==> src/rtl/mul_radix16_sequencer_if.sv <==
// Handshake bundle for mul_radix16_sequencer.
//   Request side : in_valid_i / in_ready_o carrying op_i, rs1_i, rs2_i, tag_i
//   Control      : flush_i kills the in-flight operation, busy_o reports non-idle
//   Result side  : out_valid_o / out_ready_i carrying result_o, tag_o
// Signal suffixes are from the multiplier's point of view (the slave modport).
interface mul_radix16_sequencer_if #(
  parameter int XLEN  = 32,
  parameter int TAG_W = 6
);
  logic             in_valid_i;
  logic             in_ready_o;
  logic [1:0]       op_i;
  logic [XLEN-1:0]  rs1_i;
  logic [XLEN-1:0]  rs2_i;
  logic [TAG_W-1:0] tag_i;
  logic             flush_i;
  logic             out_valid_o;
  logic             out_ready_i;
  logic [XLEN-1:0]  result_o;
  logic [TAG_W-1:0] tag_o;
  logic             busy_o;

  modport master (
    output in_valid_i, op_i, rs1_i, rs2_i, tag_i, flush_i, out_ready_i,
    input  in_ready_o, out_valid_o, result_o, tag_o, busy_o
  );

  modport slave (
    input  in_valid_i, op_i, rs1_i, rs2_i, tag_i, flush_i, out_ready_i,
    output in_ready_o, out_valid_o, result_o, tag_o, busy_o
  );
endinterface

==> src/rtl/mul_radix16_sequencer.sv <==
// Iterative RV32M multiplier (MUL/MULH/MULHSU/MULHU).
// Operands are converted to unsigned magnitudes on accept; one 4-bit
// multiplier digit is consumed per cycle, and its partial product is added
// into a 2*XLEN accumulator at weight 16^cnt. The sign is reapplied on the
// final step, and the requested half is registered together with the tag.
// Ports:
//   clk_i  - clock, rising edge
//   rst_ni - asynchronous active-low reset
//   bus    - request/result handshake, flush and busy (slave modport)
module mul_radix16_sequencer #(
  parameter int XLEN  = 32,
  parameter int TAG_W = 6
) (
  input  logic                        clk_i,
  input  logic                        rst_ni,
  mul_radix16_sequencer_if.slave      bus
);

  localparam int STEPS = XLEN / 4;
  localparam int CNT_W = $clog2(STEPS);
  localparam logic [CNT_W-1:0] LAST_CNT = CNT_W'(STEPS - 1);

  localparam logic [1:0] OP_MUL   = 2'b00;
  localparam logic [1:0] OP_MULHU = 2'b11;

  typedef enum logic [1:0] {IDLE, CALC, DONE} state_e;

  state_e            state, state_next;
  logic [XLEN-1:0]   mcand, mplier;
  logic [2*XLEN-1:0] acc, acc_next, prod;
  logic [CNT_W-1:0]  cnt;
  logic              neg;
  logic [1:0]        op_q;
  logic [TAG_W-1:0]  tag_q, tag_out;
  logic [XLEN-1:0]   result_q;
  logic [XLEN+3:0]   pp;
  logic              accept, last_step, sign_a, sign_b;

  // Flush takes priority over a same-cycle request.
  assign accept    = (state == IDLE) && bus.in_valid_i && !bus.flush_i;
  assign last_step = (state == CALC) && (cnt == LAST_CNT);

  // MUL uses the signed path: the low half does not depend on signedness.
  assign sign_a = (bus.op_i != OP_MULHU) && bus.rs1_i[XLEN-1];
  assign sign_b = !bus.op_i[1] && bus.rs2_i[XLEN-1];

  // AND-array partial product of the current multiplier digit.
  always_comb begin
    // NOTE: every combinational output gets a default first so no path
    // leaves it unassigned, which would otherwise infer a latch.
    pp = '0;
    for (int j = 0; j < 4; j++) begin
      if (mplier[j]) pp = pp + ({4'b0000, mcand} << j);
    end
  end

  assign acc_next = acc + ({{(XLEN-4){1'b0}}, pp} << {cnt, 2'b00});
  assign prod     = neg ? -acc_next : acc_next;

  always_comb begin
    state_next = state;
    unique case (state)
      IDLE: if (accept) state_next = CALC;
      CALC: begin
        if (bus.flush_i)    state_next = IDLE;
        else if (last_step) state_next = DONE;
      end
      DONE: if (bus.out_ready_i || bus.flush_i) state_next = IDLE;
      default: state_next = IDLE;
    endcase
  end

  always_ff @(posedge clk_i or negedge rst_ni) begin
    if (!rst_ni) begin
      state    <= IDLE;
      mcand    <= '0;
      mplier   <= '0;
      acc      <= '0;
      cnt      <= '0;
      neg      <= 1'b0;
      op_q     <= OP_MUL;
      tag_q    <= '0;
      tag_out  <= '0;
      result_q <= '0;
    end else begin
      // NOTE: state is updated with non-blocking assignments so every
      // register samples the pre-edge values, independent of statement order.
      state <= state_next;
      if (accept) begin
        mcand  <= sign_a ? -bus.rs1_i : bus.rs1_i;
        mplier <= sign_b ? -bus.rs2_i : bus.rs2_i;
        neg    <= sign_a ^ sign_b;
        acc    <= '0;
        cnt    <= '0;
        op_q   <= bus.op_i;
        tag_q  <= bus.tag_i;
      end else if (state == CALC && !bus.flush_i) begin
        acc    <= acc_next;
        mplier <= mplier >> 4;
        cnt    <= cnt + 1'b1;
        if (last_step) begin
          result_q <= (op_q == OP_MUL) ? prod[XLEN-1:0] : prod[2*XLEN-1:XLEN];
          tag_out  <= tag_q;
        end
      end
    end
  end

  // All outputs decode registered state only.
  assign bus.in_ready_o  = (state == IDLE);
  assign bus.out_valid_o = (state == DONE);
  assign bus.busy_o      = (state != IDLE);
  assign bus.result_o    = result_q;
  assign bus.tag_o       = tag_out;

endmodule

==> src/flat_wrapper.sv <==
// flat-port wrapper written by rule: the top's interface ports become plain ports
module mul_radix16_sequencer_flat 
#(
  parameter int XLEN  = 32,
  parameter int TAG_W = 6
)
  (clk_i, rst_ni, bus_in_valid_i, bus_op_i, bus_rs1_i, bus_rs2_i, bus_tag_i, bus_flush_i, bus_out_ready_i, bus_in_ready_o, bus_out_valid_o, bus_result_o, bus_tag_o, bus_busy_o);
  mul_radix16_sequencer_if #(.XLEN(XLEN), .TAG_W(TAG_W)) bus_i ();
  input  logic clk_i;
  input  logic rst_ni;
  input wire logic [$bits(bus_i.in_valid_i)-1:0] bus_in_valid_i;
  input wire logic [$bits(bus_i.op_i)-1:0] bus_op_i;
  input wire logic [$bits(bus_i.rs1_i)-1:0] bus_rs1_i;
  input wire logic [$bits(bus_i.rs2_i)-1:0] bus_rs2_i;
  input wire logic [$bits(bus_i.tag_i)-1:0] bus_tag_i;
  input wire logic [$bits(bus_i.flush_i)-1:0] bus_flush_i;
  input wire logic [$bits(bus_i.out_ready_i)-1:0] bus_out_ready_i;
  output wire logic [$bits(bus_i.in_ready_o)-1:0] bus_in_ready_o;
  output wire logic [$bits(bus_i.out_valid_o)-1:0] bus_out_valid_o;
  output wire logic [$bits(bus_i.result_o)-1:0] bus_result_o;
  output wire logic [$bits(bus_i.tag_o)-1:0] bus_tag_o;
  output wire logic [$bits(bus_i.busy_o)-1:0] bus_busy_o;
  assign bus_i.in_valid_i = bus_in_valid_i;
  assign bus_i.op_i = bus_op_i;
  assign bus_i.rs1_i = bus_rs1_i;
  assign bus_i.rs2_i = bus_rs2_i;
  assign bus_i.tag_i = bus_tag_i;
  assign bus_i.flush_i = bus_flush_i;
  assign bus_i.out_ready_i = bus_out_ready_i;
  assign bus_in_ready_o = bus_i.in_ready_o;
  assign bus_out_valid_o = bus_i.out_valid_o;
  assign bus_result_o = bus_i.result_o;
  assign bus_tag_o = bus_i.tag_o;
  assign bus_busy_o = bus_i.busy_o;
  mul_radix16_sequencer #(.XLEN(XLEN), .TAG_W(TAG_W)) u_core (.clk_i(clk_i), .rst_ni(rst_ni), .bus(bus_i));
endmodule
==> config.mk <==
export PLATFORM = sky130hd
export DESIGN_NAME = mul_radix16_sequencer_flat
export DESIGN_NICKNAME = d
export VERILOG_FILES = /design/src/rtl/mul_radix16_sequencer_if.sv /design/src/rtl/mul_radix16_sequencer.sv /design/src/flat_wrapper.sv
export SDC_FILE = /design/constraint.sdc
export NUM_CORES = 1
export LEC_CHECK = 0
export BUFFER_PORTS_ARGS = -buffer_cell sky130_fd_sc_hd__buf_2
export CORE_UTILIZATION = 40
export DETAILED_ROUTE_END_ITERATION = 8
export GPL_TIMING_DRIVEN = 1
export PLACE_DENSITY = 0.58
export SYNTH_ARGS = -nofsm -noshare
export SYNTH_HDL_FRONTEND = slang
export SYNTH_SLANG_ARGS = --single-unit
==> constraint.sdc <==
create_clock -name clk_i -period 27.1 [get_ports clk_i]
set_input_delay 6.775 -clock clk_i [delete_from_list [all_inputs] [get_ports clk_i]]
set_output_delay 6.775 -clock clk_i [all_outputs]
set_load 0.01 [all_outputs]
Word level (Yosys, flattened, before mapping)
Index checks and enable logic that the tools add are counted.
- register bits: 180
- bits in latches: 0
- RAM bits: 0
- ROM bits: 0
- input port bits: 77
- output and inout bits: 41
- logic and storage cells: 62
- memories kept: 0
- add/subtract/negate cells: 8
- $mul: 0
- div/mod/pow operators: 0
- magnitude comparators: 0
- eq/ne operators: 7
- shift operators: 1
- multiplexer cells: 19
- bitwise operators: 2
- reduce and logical (&&, ||, !) cells: 15
- operators by type and width (operator ; number):
    32-bit 2-to-1 mux ; 6
    64-bit 2-to-1 mux ; 3
    36-bit 2-to-1 mux ; 3
    64-bit adder ; 1
    32-bit negation ; 2
    64-bit negation ; 1
    36-bit by 5-bit left shift with 64-bit output ; 1
    36-bit by 33-bit adder with 36-bit output ; 1
    36-bit by 34-bit adder with 36-bit output ; 1
    36-bit by 35-bit adder with 36-bit output ; 1
    2-bit 2-to-1 mux ; 4
    1-bit logical AND ; 6
    3-bit 2-to-1 mux ; 2
    2-bit case mux with 3 select lines ; 1
    3-bit AND reduction ; 2
    2-bit logical NOT ; 2
    2-bit by 1-bit inequality test with 1-bit output (second input constant) ; 2
    2-bit nonzero test ; 2
    3-bit by 1-bit adder with 3-bit output (second input constant) ; 1
    3-bit equality test (second input constant) ; 1
    3-bit by 2-bit inequality test with 1-bit output (second input constant) ; 1
    2-bit by 1-bit equality test with 1-bit output (second input constant) ; 1
    2-bit equality test (second input constant) ; 1
    1-bit logical NOT ; 2
    4 further kinds ; 4

Depth between registers and ports, before layout
- depth after elaboration: 12
- mapped depth: 57
- depth with buffers taken out: 50

Worst setup path after synthesis
Ideal clock, no wire load.
- path type: reg2reg
- from: register u_core.mplier[0]
- to: register u_core.result_q[22] (netlist: u_core.bus.result_o[22])
- library setup time: 0.123 ns
- data arrival time: 11.915 ns
- data required time: 26.977 ns
- path slack: 15.062 ns
- stages on the path, launching flop included: 53
- buffers on the path: 8
- clock period less this slack: 12.038 ns
- cell sequence: dfrtp_1 > clkbuf_1 > clkbuf_1 > clkbuf_1 > clkbuf_1 > clkbuf_1 > buf_1 > nand2_1 > fa_1 > o21ai_0 > a22oi_1 > nor3_1 > mux2_2 > a311o_1 > o21ai_0 > xor2_1 > ha_1 > a21o_1 > [17 not listed] > xnor2_1 > mux4_2 > mux2i_1 > mux2i_1 > ha_1 > clkbuf_1 > a21oi_1 > o21ai_1 > a211oi_1 > o21ba_2 > o21ai_0 > or3_1 > a211oi_1 > nand4b_1 > or4_4 > or4_1 > a31oi_1 > o21ai_1
- longest elaborated chain between the ends: 12
- RTL lines (what ; line ; RTL):
    from (decl) ; mul_radix16_sequencer.sv:29 ; logic [XLEN-1:0] mcand, mplier;
    from (signal assigned) ; mul_radix16_sequencer.sv:91 ; mplier <= sign_b ? -bus.rs2_i : bus.rs2_i;
    from (signal assigned) ; mul_radix16_sequencer.sv:99 ; mplier <= mplier >> 4;
    32-bit 2-to-1 mux * ; mul_radix16_sequencer.sv:53 ; if (mplier[j]) pp = pp + ({4'b0000, mcand} << j);
    36-bit by 33-bit adder with 36-bit output ; mul_radix16_sequencer.sv:53 ;
    36-bit 2-to-1 mux * ; mul_radix16_sequencer.sv:53 ;
    36-bit by 34-bit adder with 36-bit output ; mul_radix16_sequencer.sv:53 ;
    36-bit 2-to-1 mux * ; mul_radix16_sequencer.sv:53 ;
    36-bit by 35-bit adder with 36-bit output ; mul_radix16_sequencer.sv:53 ;
    36-bit 2-to-1 mux * ; mul_radix16_sequencer.sv:53 ;
    36-bit by 5-bit left shift with 64-bit output * ; mul_radix16_sequencer.sv:57 ; assign acc_next = acc + ({{(XLEN-4){1'b0}}, pp} << {cnt, 2'b00});
    64-bit adder * ; mul_radix16_sequencer.sv:57 ;
    64-bit negation ; mul_radix16_sequencer.sv:58 ; assign prod = neg ? -acc_next : acc_next;
    64-bit 2-to-1 mux * ; mul_radix16_sequencer.sv:58 ;
    32-bit 2-to-1 mux * ; mul_radix16_sequencer.sv:102 ; result_q <= (op_q == OP_MUL) ? prod[XLEN-1:0] : prod[2*XLEN-1:XLEN];
    to (signal assigned) ; mul_radix16_sequencer.sv:102 ;
    to (decl) ; mul_radix16_sequencer.sv:35 ; logic [XLEN-1:0] result_q;
Every way passes the cells marked *; elsewhere a longest branch is shown, timed or not.
A chain may end at the register's enable or synchronous reset.

Worst setup path after layout
- from: register u_core.mplier[0]
- to: register u_core.result_q[16] (netlist: u_core.bus.result_o[16])
The elaborated chain is that of the path after synthesis.

==> flow_summary.json <==
{
  "critPathArrivalTime_ns": 15.18,
  "leakage_nw": 11.1,
  "dr.pass1.iters": 6,
  "internal-power_mw": 1.26,
  "yosys.area_share.xor_xnor": 0.0685,
  "synth_compound_area_frac": 0.317,
  "synth_seq_cells": 180,
  "drc": 0,
  "syn_avg_cell_area_sq_um": 7.37,
  "htreeDepth": 4,
  "place_area_sq_um": 24500,
  "yosysWarnings": 0,
  "power_switching_mw": 1.71,
  "netlist_area_sq_um": 23400,
  "path_max_fanout": 61,
  "synth_fa_ha_area_frac": 0.0897,
  "power_frac_comb": 0.775,
  "area_growth_pct": 7.30,
  "cts_tree": "yes",
  "wire_per_inst_um": 22.5,
  "die_area_sq_um": 59500,
  "coreArea_sq_um": 57700,
  "syn_nets": 3414,
  "crit_type": "flop to flop",
  "p_per_area_nw_per_um2": 118,
  "vias": 24949,
  "root_buffer": "clkbuf_16",
  "fp.dieW_um": 244,
  "final_nets": 3388,
  "synth_commonest_cells": "nand2_1, o21ai_0, nor2_1",
  "slowest_delay_ns": 1.03,
  "p_sw_frac": 0.576,
  "clkTransAtPathRegs_ns": 0.08,
  "cts_buffers": 17,
  "maxSlewViolCount": 0,
  "synth_edf_count": 0,
  "layout-drive-gt1-share": 0.0946,
  "max_slew_margin": 0.139,
  "grt_max_degree": 101,
  "yosys.area_share.simple": 0.234,
  "status": "completed",
  "grt_antenna_before_repair": 2,
  "yosysSeqAreaShare": 0.192,
  "finalNonFillerCells": 3927,
  "timing.final.crit_share": 0.544,
  "synth_top_cell_by_area": "dfrtp_1",
  "grt.total_usage": 0.295,
  "grt_pass1_wl_um": 138000,
  "crit_path_top_delay_cell": "o311ai_0",
  "postCtsSetupRepairBufs": 0,
  "ir_drop_v": 0.0000783,
  "synth_top_flop_cell": "dfrtp_1",
  "vias_per_cell": 6.35,
  "ctsResizeCount": 0,
  "synthArstFlopShare": 1.00,
  "postCtsHoldBufs": 0,
  "hold_path.class": "flop to flop",
  "grt-ovfl-total": 0,
  "clock_sinks": 180,
  "first_global_vias": 23468,
  "gp_congestion": 0.995,
  "tns_ns": 0,
  "io_pins": 118,
  "startpoint_type": "flop",
  "fin_area_sq_um": 25100,
  "ant_nets": 0,
  "worstPathRequired_ns": 27.52,
  "io_buffers": 117,
  "clkPwrFrac": 0.097,
  "synth_most_common_cell": "nand2_1",
  "synth.area.mux_share": 0.0513,
  "synth.area.top_cells": "dfrtp_1, ha_1, nand2_1, o21ai_0, a21oi_1",
  "fin_crit_ns": 14.75,
  "synthesis.instances": 3174,
  "drt_iter0_drc": 2559,
  "skew_ns": 0.00755,
  "end_kind": "flop",
  "clock_latency_ns": 0.51,
  "row_count": 88,
  "start_util": 0.406,
  "finalWirelength_um": 88300,
  "cts_max_path_buffers": 2,
  "ys_types": 104,
  "power_frac_seq": 0.129,
  "dp.cells": 3894,
  "yosysTopAreaCellShare": 0.192,
  "tightest_slew_ns": 1.28,
  "rsz0062_at_grt": "no",
  "setup_viol": 0,
  "synth_top_family_by_area": "compound AO/OA/AOI/OAI gates",
  "post-dp-hpwl_um": 69400,
  "cap_violations": 0,
  "die_y_um": 244,
  "max_freq_ghz": 0.0678,
  "hold_viol_final": 0
}
[kinds of logic (layout without fill, tap and decap cells)]
group | count (synthesis) | in the layout
AND/OR/NAND/NOR | 1132 | 1132
AO/OA/AOI/OAI | 1116 | 1116
buffers and inverters | 287 | 274
XOR/XNOR | 183 | 183
flip-flops | 180 | 180
adder cells (fa/ha/maj) | 166 | 166
multiplexers | 110 | 110
other | 0 | 1
[through the flow]
stage | util | total power, mW | hold WS (ns) | setup WS, ns
floorplan | - | 1.96 | 0.439 | 15.06
global placement | 0.424 | 2.59 | 0.448 | 12.95
detailed placement | 0.424 | 2.61 | 0.460 | 12.85
CTS | 0.435 | 2.91 | 0.468 | 12.77
global route | 0.435 | 3.17 | 0.496 | 11.18
finish | 0.435 | 2.97 | 0.462 | 12.35
[layout make-up]
| class | count | area [sq um] |
|---|---|---|
| sequential | 180 | 4510 |
| clock buffer | 19 | 443 |
| tap | 765 | 957 |
| multi-input combinational | 2707 | 17800 |
| timing repair buffer | 150 | 842 |
| antenna | 1 | 2.50 |
| fill | 6021 | 32600 |
| clock inverter | 13 | 188 |
| inverter | 92 | 345 |
[placed cells by master (no fill, tap or decap), types with 69 or more instances in the layout]
| cell type | count |
|---|---|
| nand2_1 | 407 |
| o21ai_0 | 278 |
| nor2_1 | 241 |
| a21oi_1 | 240 |
| dfrtp_1 | 177 |
| ha_1 | 159 |
| buf_2 | 116 |
| xnor2_1 | 97 |
| inv_1 | 91 |
| xor2_1 | 86 |
| a21o_1 | 80 |
| nor3_1 | 76 |
| nand4_1 | 69 |
[critical path: cells and delay by family, from the launching register on]
kind / cells / cell delay, ns
AOI/OAI and AO/OA: 17 / 6.62
xor gates and xnor gates: 1 / 0.44
DFF: 1 / 0.34
adders and majority gates: 5 / 1.86
and+or+nand+nor: 15 / 3.08
muxes: 5 / 1.36
buffers and inverters: 3 / 0.92
[registers in the layout, summed over array words and instances (netlist names)]
signal,cells
u_core.mcand,32
u_core.cnt,3
u_core.op_q,2
u_core.tag_q,6
u_core.bus.result_o,32
u_core.acc,64
u_core.state,2
u_core.neg,1
u_core.mplier,32
u_core.bus.tag_o,6
[path summary, 6_finish.rpt]
check | start | end | slack [ns] | cells past startpoint
max | u_core.mplier[0] | u_core.bus.result_o[16] | 12.35 | 46
min | u_core.tag_q[4] | u_core.bus.tag_o[4] | 0.46 | 2
max reg2reg | u_core.mplier[0] | u_core.bus.result_o[16] | 12.35 | 46
min reg2reg | u_core.tag_q[4] | u_core.bus.tag_o[4] | 0.46 | 2
max in group asynchronous | rst_ni | u_core.mplier[0] | 19.44 | 2
min in group asynchronous | rst_ni | u_core.acc[56] | 6.25 | 1
[per-layer routing]
layer	GRT usage	vias to the layer above	share of wire
met5	0	-	0
met4	0.0899	0	0.025
li1	-	11836	-
met3	0.0516	115	0.070
met2	0.450	955	0.43
met1	0.420	12043	0.47
[power groups by stage]
| stage | logic [mW] | registers, mW | clock network, mW |
|---|---|---|---|
| floorplan | 1.60 | 0.355 | 0 |
| global placement | 2.21 | 0.385 | 0 |
| detailed placement | 2.22 | 0.386 | 0 |
| CTS | 2.24 | 0.381 | 0.293 |
| global route | 2.48 | 0.389 | 0.301 |
| finish | 2.30 | 0.382 | 0.287 |
Note: power is estimated with default switching activity, not from simulation.
